**config.mk**
```make
export PLATFORM = sky130hd
export DESIGN_NAME = iter_div_unit
export DESIGN_NICKNAME = d
export VERILOG_FILES = /design/src/rtl/iter_div_unit.sv
export SDC_FILE = /design/constraint.sdc
export NUM_CORES = 1
export LEC_CHECK = 0
export ABC_AREA = 1
export ABC_CLOCK_PERIOD_IN_PS = 6100
export BUFFER_PORTS_ARGS = -buffer_cell sky130_fd_sc_hd__buf_2
export CELL_PAD_IN_SITES_DETAIL_PLACEMENT = 1
export CELL_PAD_IN_SITES_GLOBAL_PLACEMENT = 1
export CORE_MARGIN = 1
export CORE_UTILIZATION = 30
export DETAILED_ROUTE_END_ITERATION = 10
export PLACE_DENSITY_LB_ADDON = 0.12
export RECOVER_POWER = 25
export SYNTH_ARGS = -nofsm -noshare
export SYNTH_HDL_FRONTEND = slang
export SYNTH_SLANG_ARGS = --single-unit
export TNS_END_PERCENT = 50
```
**constraint.sdc**
```tcl
create_clock -name clk -period 6.1 [get_ports clk]
set_clock_uncertainty 0.2 [all_clocks]
set_input_delay 0.915 -clock clk [delete_from_list [all_inputs] [get_ports clk]]
set_output_delay 0.915 -clock clk [all_outputs]
set_load 0.01 [all_outputs]
```
**src/rtl/iter_div_unit.sv**
```systemverilog
// iter_div_unit: multi-cycle restoring integer divider, one quotient bit per edge.
// Computes quotient and remainder together with runtime signed/unsigned select.
//
// Ports:
//   clk, resetn         clock, asynchronous active-low reset
//   flush               synchronous cancel of any in-flight or held operation
//   in_valid/in_ready   request handshake (in_ready combinational)
//   in_signed           1 = two's-complement divide, 0 = unsigned
//   in_dividend/divisor operands, sampled only on the accept edge
//   in_tag              passthrough tag returned with the result
//   out_valid/out_ready result handshake
//   out_quotient/out_remainder/out_tag/out_div_zero  registered result
//   busy                unit is not idle
module iter_div_unit #(
  parameter int WIDTH = 32,
  parameter int TAG_W = 5
) (
  input  logic             clk,
  input  logic             resetn,
  input  logic             flush,
  input  logic             in_valid,
  output logic             in_ready,
  input  logic             in_signed,
  input  logic [WIDTH-1:0] in_dividend,
  input  logic [WIDTH-1:0] in_divisor,
  input  logic [TAG_W-1:0] in_tag,
  output logic             out_valid,
  input  logic             out_ready,
  output logic [WIDTH-1:0] out_quotient,
  output logic [WIDTH-1:0] out_remainder,
  output logic [TAG_W-1:0] out_tag,
  output logic             out_div_zero,
  output logic             busy
);

  localparam int CW = $clog2(WIDTH);

  typedef enum logic [1:0] {IDLE, CALC, FIX, DONE} state_t;

  state_t           state, state_nxt;
  logic             accept;
  logic [CW-1:0]    cnt;
  logic [WIDTH-1:0] rem, quo, dvs, dividend_raw;
  logic             sign_a, sign_b, sgn_mode, dz;
  logic [TAG_W-1:0] tag_r;

  logic [WIDTH-1:0] abs_a, abs_b;
  logic [WIDTH:0]   trial;
  logic             fits;

  assign accept = in_valid && in_ready && !flush;

  // Magnitudes; |MIN| wraps to MIN, which is the correct unsigned magnitude.
  assign abs_a = (in_signed && in_dividend[WIDTH-1]) ? ('0 - in_dividend) : in_dividend;
  assign abs_b = (in_signed && in_divisor[WIDTH-1])  ? ('0 - in_divisor)  : in_divisor;

  // Shifted partial remainder, one bit wider so the compare never overflows.
  assign trial = {rem, quo[WIDTH-1]};
  assign fits  = (trial >= {1'b0, dvs});

  // State register
  always_ff @(posedge clk or negedge resetn) begin
    if (!resetn) state <= IDLE;
    else         state <= state_nxt;
  end

  // Next-state logic
  always_comb begin
    state_nxt = state;
    case (state)
      IDLE: if (accept) state_nxt = CALC;
      CALC: if (cnt == '0) state_nxt = FIX;
      FIX:  state_nxt = DONE;
      DONE: if (out_ready) state_nxt = accept ? CALC : IDLE;
      default: state_nxt = IDLE;
    endcase
    if (flush) state_nxt = IDLE;
  end

  // Output logic
  always_comb begin
    in_ready  = ((state == IDLE) || (state == DONE && out_ready)) && !flush;
    busy      = (state != IDLE);
    out_valid = (state == DONE);
  end

  // Datapath
  always_ff @(posedge clk or negedge resetn) begin
    if (!resetn) begin
      cnt           <= '0;
      rem           <= '0;
      quo           <= '0;
      dvs           <= '0;
      dividend_raw  <= '0;
      sign_a        <= 1'b0;
      sign_b        <= 1'b0;
      sgn_mode      <= 1'b0;
      dz            <= 1'b0;
      tag_r         <= '0;
      out_quotient  <= '0;
      out_remainder <= '0;
      out_tag       <= '0;
      out_div_zero  <= 1'b0;
    end else if (accept) begin
      cnt          <= CW'(WIDTH - 1);
      rem          <= '0;
      quo          <= abs_a;
      dvs          <= abs_b;
      dividend_raw <= in_dividend;
      sign_a       <= in_signed && in_dividend[WIDTH-1];
      sign_b       <= in_signed && in_divisor[WIDTH-1];
      sgn_mode     <= in_signed;
      dz           <= (in_divisor == '0);
      tag_r        <= in_tag;
    end else if (state == CALC && !flush) begin
      rem <= fits ? (trial[WIDTH-1:0] - dvs) : trial[WIDTH-1:0];
      quo <= {quo[WIDTH-2:0], fits};
      cnt <= cnt - 1'b1;
    end else if (state == FIX && !flush) begin
      if (dz) begin
        out_quotient  <= '1;
        out_remainder <= dividend_raw;
      end else begin
        out_quotient  <= (sgn_mode && (sign_a ^ sign_b)) ? ('0 - quo) : quo;
        out_remainder <= (sgn_mode && sign_a) ? ('0 - rem) : rem;
      end
      out_tag      <= tag_r;
      out_div_zero <= dz;
    end
  end

endmodule

```
After elaboration in Yosys (flattened, before gate mapping)
Index checks and enable logic that the tools add are counted.

Add/sub/neg operators: 6. Magnitude comparators: 1. Equal/unequal tests: 6. Mux-type cells: 19. Bitwise logic cells: 3. Reduce and logical (&&, ||, !) cells: 19.

Operators by type and width (number): two-way mux 32 bit (11); subtractor 1 x 32 -> 32 bit, first input constant (4); >= comparator 33 x 32 -> 1 bit (1); logical NOT 32 bit (1); subtractor 32 bit (1); logical AND 1 bit (10); two-way mux 5 bit (2); two-way mux 2 bit (4); case mux 2 bit (4 select lines) (1); inequality test 3 bit, second input constant (2); AND reduction 3 bit (2); logical NOT 5 bit (1); subtractor 5 x 1 -> 5 bit, second input constant (1); equality test 2 bit, second input constant (2); nonzero test 2 bit (2); inequality test 3 x 2 -> 1 bit, second input constant (1); equality test 2 x 1 -> 1 bit, second input constant (1); logical NOT 2 bit (1); inverter 1 bit (2); logical NOT 1 bit (1); logical OR 1 bit (1); two-way mux 1 bit (1); bitwise XOR 1 bit (1).

Register bits: 214. Input bits: 75. Output and inout port bits: 73. Logic and storage cells: 69.

Longest topological paths before layout
Gate-level depths: netlist of the first run.

Depth after elaboration: 10. Depth in mapped cells: 16. Mapped depth without buffers: 16.

Least setup slack after synthesis of the first run
OpenSTA, ideal clock, no wires.

Path type: input port to flip-flop. From: input port in_dividend[0]. To: register quo[30]. Library setup time: 0.117 ns. Arrival: 2.102 ns. Slack: 3.681 ns. Stages on the path: 11. Cell sequence: inv_1 > ha_1 > nand3_1 > nor2_2 > nand3_1 > nor2_2 > nand2_1 > o21ai_0 > nand2_1 > nor2_1 > nor2_1.

Cells in the longest elaborated chain, start to end: 3.

Ends and longest elaborated chain: from (decl) (RTL line 24) `input logic [WIDTH-1:0] in_dividend,`; subtractor 1 x 32 -> 32 bit (RTL line 54) `assign abs_a = (in_signed && in_dividend[WIDTH-1]) ? ('0 - in_dividend) : in_dividend;`; two-way mux 32 bit (RTL line 54); two-way mux 32 bit (RTL line 104) `end else if (accept) begin`; to (signal assigned) (RTL line 107) `quo <= abs_a;`; to (signal assigned) (RTL line 117) `quo <= {quo[WIDTH-2:0], fits};`; to (decl) (RTL line 43) `logic [WIDTH-1:0] rem, quo, dvs, dividend_raw;`.

Every way passes these cells. A chain may end at the register's enable or synchronous reset.

==> results by group, run 1 <==
Power
  – Leak: 9.23 nW
  – Logic gate share of total power: approximately 44%
  – VDD IR max: around 0.19 mV
  – Clk pwr share: 24.0%
  – Pint: approximately 4.1 mW
  – Seq pwr share: 32.1%
  – Switching pwr: 3.40 mW
  – Sw Ratio: 45.1%
  – PwrDens: roughly 430 mW/mm^2

Clock network
  – CTS sink count: about 210
  – Setup bufs post-CTS: 0
  – CTS Buf Count: 27
  – Cells resized by post-CTS repair: 0
  – Clk buf depth: 3
  – Clk_lat worst skew: 550 ps
  – Htree depth: 1
  – CTS clk-pin slew, worst paths: 60 ps
  – Root buffer cell: clkbuf_16
  – CTS tree: done
  – CTS Hold Bufs: 0

Timing
  – Worst setup margin: ~2200 ps
  – Peak Freq: between 200 and 300 MHz
  – Final hold violations: 0
  – Tcrit/Tclk final: 64.3%
  – Total Negative Setup Slacks: 0 ps
  – Crit path time final: 3920 ps
  – Slew of the pin with the lowest slew margin: 2680 ps
  – RSZ-0062 raised after global routing: no
  – Final setup viols: 0
  – Slew Limit Fails: 129
  – Worst Hold Slack: 282 ps
  – Slew HR: -78.7%

Place
  – Post-DP HPWL: 48.9 mm
  – Port Buffers: 147
  – Place WS: 2190 ps
  – Gpl congestion: ~0.94

Drt
  – Wire per inst: 19.7 um
  – Remaining antenna violation count: 0
  – Pre-antenna DRT Iters: 5
  – DRC viols: 0
  – WL final: 61.1 mm
  – Initial DRC count: between 1k and 1.5k
  – Via Count: 15.5k
  – Vias/cell: 5.00

Yosys
  – Most numerous cell in the Yosys netlist: nand2_1
  – Synth Flop Type: dfrtp_1
  – Yosys reg bits: between 200 and 250
  – Async S/R FF share, synth: 100%
  – Distinct cells, synth: 50
  – Post-synth EDFFs: 0
  – Fraction of the yosys area taken by sequential cells: about a third
  – Syn nets: 2402
  – Syn Inst Count: ~2.3k
  – Synth area leaders: dfrtp_1 (35%), nand2_1 (18%), inv_1 (8.0%), nand3_1 (6.9%), nor2_1 (4.9%)
  – Synth area leader: dfrtp_1
  – Warnings from Yosys: 0
  – Mapped Area: 0.0152 sq mm
  – Top-area cell type share of the netlist area: approximately a third
  – Synth top cells by count: nand2_1 (726), inv_1 (323), dfrtp_1 (214), nand3_1 (210), nor2_1 (200)
  – Syn avg cell area: roughly 6.7 sq um

Die
  – Starting density of the core: 30.4%
  – Die W: 227 um
  – Core area: 0.0501 sq mm
  – IO Count: 148
  – Die area: ~0.052 sq mm
  – Die Y: 227 um
  – Num rows: 82

Worst setup path
  – Critical path's slowest cell: clkbuf_2
  – Crit path capture type: async pin
  – Max FO, Critical Path: 100
  – Top Family by Delay on Critical Path: buffers and inverters
  – Worst path bufs/invs: 2
  – Startpoint Class: primary input
  – Crit Path Class: primary input to async pin
  – Worst path arrival time: 4090 ps
  – Worst Path Required: 6270 ps
  – Worst-path cell chain: clkbuf_2 -> clkbuf_1
  – CP peak stage delay: 1760 ps

GRT
  – Vias in the first global route: about 16k
  – Total gr overflow: 0
  – Largest net degree at the start of global routing: 101
  – Initial antenna violation count: 5
  – First-pass GRT wire length: 94.0 mm
  – GR Util All Layers: 24.0%

Run
  – Total of max-cap violations: 2

Hold path
  – Worst Hold Class: flop to flop

Finish
  – Nets@finish: about 2.5k
  – Area growth, synth to finish: 15.4%
  – # fillers: 6484
  – Layout cells sized above 1: 11.2%

Run status
  – Outcome: finished, violations left
  – Failing checks: max-capacitance violations, max-slew violations
==> per-layer routing <==
metal	vias up	part of all wire, %	global-route usage, %
met1	7595	50	35.8
met2	291	43	36.3
met3	71	4.4	2.97
met5	-	0.018	0
met4	2	2.2	5.91
li1	7527	-	-
==> placed cells by master (no fill, tap or decap), types with 5 or more instances in the layout <==
cell type,instances
a2bb2oi_1,9
xor2_1,44
buf_4,11
nor3_1,36
o22a_1,7
diode_2,5
o22ai_1,14
inv_2,10
ha_1,42
or2_2,13
a31oi_1,5
nor2_1,200
nand3b_1,9
nand3_1,210
o211ai_1,15
dfrtp_1,214
a21oi_1,48
clkinvlp_4,5
clkbuf_8,6
inv_1,322
nor2_2,16
nand2_2,8
bufinv_16,6
o21ai_0,134
o21ai_1,9
nand4_1,25
nand3_2,6
o221ai_1,7
nand2_1,726
xnor2_1,21
buf_2,146
a22oi_1,28
and2_1,7
clkbuf_16,27
==> cells by family after synthesis <==
logic type / synth area share, %
multiplexers: 0.0741
flip-flops: 35.2
adder cells (fa/ha/maj): 3.59
buffers and inverters: 10.6
XOR/XNOR: 3.75
AND/OR/NAND/NOR: 35.8
AO/OA/AOI/OAI: 10.9
==> path summary, 6_finish.rpt <==
check                                start          endpoint  slack (ps)  depth (start not counted)
worst max register to register    state[0]  out_remainder[1]        2510                         13
min in group asynchronous           resetn           rem[27]         940                          1
worst min register to register  out_tag[4]        out_tag[4]         280                          2
worst max-delay path                resetn           quo[15]        2180                          2
worst min-delay path            out_tag[4]        out_tag[4]         280                          2
max in group clk                  state[0]  out_remainder[1]        2510                         13
==> through the flow <==
stage | utilization, % | cells | cell area (sq um) | power [mW]
6_report | 35.0 | 3099 | 17500 | 7.55
5_1_grt | 35.0 | 3096 | 17500 | 8.11
4_1_cts | 35.0 | 3094 | 17500 | 7.60
3_5_place_dp | 33.0 | 3045 | 16500 | 5.74
3_3_place_gp | 33.0 | 3045 | 16500 | 5.66
2_1_floorplan | - | 2284 | 15200 | 4.39
==> layout make-up <==
cell class / count / area (sq um) / share of cell area (%)
Antenna cell: 5 / 12.5 / 0.0713
Inverter: 336 / 1260 / 7.21
Tap cell: 672 / 841 / 4.79
Clock inverter: 16 / 250 / 1.43
Sequential cell: 214 / 5360 / 30.5
Timing Repair Buffer: 159 / 822 / 4.69
Clock buffer: 33 / 758 / 4.32
Multi-Input combinational cell: 1664 / 8240 / 47.0
==> registers in the layout (all words and copies together), names as in the netlist, 2 cells and up <==
signal / count
rem: 32
quo: 32
out_quotient: 32
dvs: 32
state: 2
dividend_raw: 32
out_remainder: 32
cnt: 5
out_tag: 5
tag_r: 5
==> power groups by stage <==
stage	clock network, mW	registers (mW)	logic, mW
6_report	1.81	2.43	3.31
5_1_grt	1.91	2.49	3.71
4_1_cts	1.86	2.42	3.32
3_5_place_dp	0	2.44	3.30
3_3_place_gp	0	2.43	3.24
2_1_floorplan	0	2.33	2.06
No activity file was read; power rests on OpenSTA's default activity.
==> run 2, diff against run 1 <==
--- a/config.mk
+++ b/config.mk
@@ -5,8 +5,8 @@
 export SDC_FILE = /design/constraint.sdc
 export NUM_CORES = 1
 export LEC_CHECK = 0
-export ABC_AREA = 1
-export ABC_CLOCK_PERIOD_IN_PS = 6100
+export ABC_AREA = 0
+export ABC_CLOCK_PERIOD_IN_PS = 3500
 export BUFFER_PORTS_ARGS = -buffer_cell sky130_fd_sc_hd__buf_2
 export CELL_PAD_IN_SITES_DETAIL_PLACEMENT = 1
 export CELL_PAD_IN_SITES_GLOBAL_PLACEMENT = 1
==> constraint.sdc (replaced) <==
create_clock -name clk -period 3.5 [get_ports clk]
set_clock_uncertainty 0.2 [all_clocks]
set_input_delay 0.525 -clock clk [delete_from_list [all_inputs] [get_ports clk]]
set_output_delay 0.525 -clock clk [all_outputs]
set_load 0.01 [all_outputs]
==> results by group, run 2 <==
Power
  – Seq pwr share: 26.5% (was 32.1%)
  – PwrDens: 1020 mW/mm^2 (was 430 mW/mm^2)
  – Leak: 7.71 nW (was 9.23 nW)
  – Pint: 9.74 mW (was 4.14 mW)
  – Logic gate share of total power: 55.8% (was 43.8%)
  – Switching pwr: 7.30 mW (was 3.40 mW)
  – Clk pwr share: 17.7% (was 24.0%)
  – Sw Ratio: 42.8% (was 45.1%)
  – VDD IR max: 0.421 mV (was 0.188 mV)

Worst setup path
  – Crit Path Class: flop to flop (was primary input to async pin)
  – Worst Path Required: 3720 ps (was 6270 ps)
  – Worst-path cell chain: or4_4 -> or4_1 -> or4_1 -> nor3_1 -> nand2_1 -> o21ai_0 -> xnor2_1 -> o21ai_0 -> nand2_1 (was clkbuf_2 -> clkbuf_1)
  – Critical path's slowest cell: or4_4 (was clkbuf_2)
  – Startpoint Class: flop (was primary input)
  – Top Family by Delay on Critical Path: simple AND/OR/NAND/NOR gates (was buffers and inverters)
  – Worst path bufs/invs: 0 (was 2)
  – Max FO, Critical Path: 4 (was 100)
  – Crit path capture type: flop (was async pin)
  – CP peak stage delay: 580 ps (was 1760 ps)
  – Worst path arrival time: 3540 ps (was 4090 ps)

Yosys
  – Distinct cells, synth: 61 (was 50)
  – Syn nets: 1732 (was 2402)
  – Top-area cell type share of the netlist area: 40.3% (was 35.2%)
  – Synth Area in Simple Gates: 20.3% (was 35.8%)
  – Compound-Gate Fraction of Synth Area: 19.8% (was 10.9%)
  – Fraction of the yosys area taken by sequential cells: 40.3% (was 35.2%)
  – Mux cell area share after synthesis: 1.58% (was 0.0741%)
  – Xor/xnor cell area share of the yosys netlist: 9.35% (was 3.75%)
  – Most numerous cell in the Yosys netlist: nand2_1 (unchanged)
  – Synth area leader: dfrtp_1 (unchanged)
  – Synth Flop Type: dfrtp_1 (unchanged)
  – Post-Synth Adder-Cell Area: 4.10% (was 3.59%)
  – Syn avg cell area: 8.24 sq um (was 6.65 sq um)
  – Synth area leaders: dfrtp_1 (40%), nand2_1 (9.1%), o21ai_0 (5.9%), xnor2_1 (4.8%), a21oi_1 (4.7%) (was dfrtp_1 (35%), nand2_1 (18%), inv_1 (8.0%), nand3_1 (6.9%), nor2_1 (4.9%))
  – Syn Inst Count: 1614 (was 2284)
  – Post-synth EDFFs: 0 (unchanged)
  – Async S/R FF share, synth: 100% (unchanged)
  – Main combinational cell family by area after synthesis: simple AND/OR/NAND/NOR gates (unchanged)
  – Mapped Area: 0.0133 sq mm (was 0.0152 sq mm)
  – Synth top cells by count: nand2_1 (322), dfrtp_1 (214), o21ai_0 (157), a21oi_1 (125), nor2_1 (108) (was nand2_1 (726), inv_1 (323), dfrtp_1 (214), nand3_1 (210), nor2_1 (200))
  – Yosys reg bits: 214 (unchanged)
  – Warnings from Yosys: 0 (unchanged)

GRT
  – GR Util met2: 34.8% (was 36.3%)
  – Largest net degree at the start of global routing: 125 (was 101)
  – First-pass GRT wire length: 72.2 mm (was 94.0 mm)
  – Total gr overflow: 0 (unchanged)
  – Vias in the first global route: 13.0k (was 15.7k)
  – Grt met1 use: 27.1% (was 35.8%)
  – GR peak layer: met2 (unchanged)
  – GR Util All Layers: 20.2% (was 24.0%)
  – Initial antenna violation count: 1 (was 5)
  – Grt met3 use: 1.83% (was 2.97%)

Die
  – Die W: 213 um (was 227 um)
  – Die area: 0.0452 sq mm (was 0.0516 sq mm)
  – Num rows: 76 (was 82)
  – Core area: 0.0434 sq mm (was 0.0501 sq mm)
  – Die Y: 213 um (was 227 um)
  – Starting density of the core: 30.7% (was 30.4%)
  – IO Count: 148 (unchanged)

Run
  – Total of max-cap violations: 1 (was 2)

Timing
  – Final setup viols: 0 (unchanged)
  – Peak Freq: 301 MHz
  – Slew HR: -60.8% (was -78.7%)
  – Worst setup margin: 181 ps (was 2180 ps)
  – Slew of the pin with the lowest slew margin: 2410 ps (was 2680 ps)
  – Tcrit/Tclk final: 94.8%
  – Worst Hold Slack: 33.0 ps (was 282 ps)
  – RSZ-0062 raised after global routing: yes (was no)
  – Crit path time final: 3320 ps
  – Final hold violations: 0 (unchanged)
  – Slew Limit Fails: 95 (was 129)

Clock network
  – Clk_lat worst skew: 550 ps (about the same)
  – CTS sink count: 214 (unchanged)
  – CTS clk-pin slew, worst paths: 60 ps (about the same)
  – Clk buf depth: 3 (unchanged)
  – CTS Buf Count: 27 (unchanged)
  – Htree depth: 1 (unchanged)
  – CTS tree: done (unchanged)
  – Root buffer cell: clkbuf_16 (unchanged)

Finish
  – Layout cells sized above 1: 19.6% (was 11.2%)
  – Area growth, synth to finish: 25.7% (was 15.4%)
  – # fillers: 5247 (was 6484)
  – Leading cell type in the layout, fill and taps excluded: nand2_1 (unchanged)
  – Post-layout util: 38.5% (was 35.0%)
  – Fin area: 0.0167 sq mm (was 0.0175 sq mm)
  – Most frequent cells in the layout: nand2_1 (321), dfrtp_1 (213), o21ai_0 (156) (was nand2_1 (726), inv_1 (322), dfrtp_1 (214))
  – Fin cells: 2458 (was 3099)
  – Nets@finish: 1972 (was 2520)

Hold path
  – Worst Hold Class: primary input to flop (was flop to flop)

Drt
  – Wire per inst: 18.1 um (was 19.7 um)
  – Pre-antenna DRT Iters: 5 (unchanged)
  – Initial DRC count: 503 (was 1041)
  – DRC viols: 0 (unchanged)
  – Vias/cell: 5.00 (about the same)
  – WL final: 44.4 mm (was 61.1 mm)
  – Via Count: 12.3k (was 15.5k)
  – Remaining antenna violation count: 0 (unchanged)

Run status
  – Outcome: finished, violations left (unchanged)
  – Failing checks: max-capacitance violations, max-slew violations (unchanged)

Place
  – Gpl congestion: 0.835 (was 0.938)
  – Port Buffers: 147 (unchanged)
  – Placed Cells: 2403 (was 3045)
  – Place WS: -320 ps (was 2190 ps)
  – Post-DP HPWL: 33.8 mm (was 48.9 mm)
  – Area after DPL: 0.0157 sq mm (was 0.0165 sq mm)
run 2: cell types whose count changed after synthesis, sizes merged, moves of 52 or more:
cell and delta:
nand2 -415, inv -270, nand3 -195, nor2 -111
a21oi +77, xnor2 +52
run 2: power groups by stage:
stage / sequential [mW] / combinational (mW) / clock (mW)
2_1_floorplan: 4.52 / 5.71 / 0
5_1_grt: 4.69 / 10.7 / 3.19
4_1_cts: 4.53 / 9.57 / 3.11
6_report: 4.51 / 9.51 / 3.01
3_3_place_gp: 4.53 / 9.33 / 0
3_5_place_dp: 4.55 / 9.51 / 0
run 2: metrics by stage:
step | power [mW] | TNS (ps)
6_report | 17.0 | 0
5_1_grt | 18.5 | -44.8
4_1_cts | 17.2 | 0
3_5_place_dp | 14.1 | -1520
3_3_place_gp | 13.9 | -1640
2_1_floorplan | 10.2 | -87.7
run 2: metal layers:
layer,wire length (um),up-vias
met2,21300,154
met4,802,2
li1,-,6104
met1,21100,5976
met5,13,-
met3,1200,45
run 2: kinds of logic (layout without fill, tap and decap cells):
| kind of cell | count (synthesis) | in the layout |
|---|---|---|
| compound gates | 441 | 441 |
| xor+xnor | 142 | 142 |
| fa+ha+maj | 43 | 43 |
| buf+inv | 152 | 410 |
| flops | 214 | 214 |
| mux | 21 | 21 |
| other cells | 0 | 1 |
| simple gates | 601 | 601 |
run 2: area by class of cell:
class,instances,area [sq um],area share (%)
Clock buffer,38,787,4.71
Antenna cell,1,2.50,0.0150
Clock inverter,9,170,1.02
Tap cell,585,732,4.38
Sequential cell,214,5360,32.1
Inverter,63,236,1.41
Multi-Input combinational cell,1248,7400,44.3
Timing Repair Buffer,300,2020,12.1
run 2: worst paths after layout:
path / depth (start not counted) / start / slack, ps / to
worst max-delay path: 9 / quo[12] / 180 / out_quotient[31]
worst min register to register: 2 / out_quotient[0] / 260 / out_quotient[0]
worst max register to register: 9 / quo[12] / 180 / out_quotient[31]
min in group asynchronous: 2 / resetn / 1030 / out_quotient[4]
max in group asynchronous: 2 / resetn / 570 / rem[27]
worst min-delay path: 3 / in_dividend[25] / 30 / dividend_raw[25]
run 2: repair_timing:
item	4_1_cts	5_1_grt
hold buffers	6	0
endpoints found under the setup margin	0	32
hold endpoints to repair	95	0
buffers inserted	0	1
gates resized for setup	0	11
run 2: tightest hold or removal path, stage by stage:
cell	delay, ps
buf_2	100
nand2_1	50
nand2_1	50
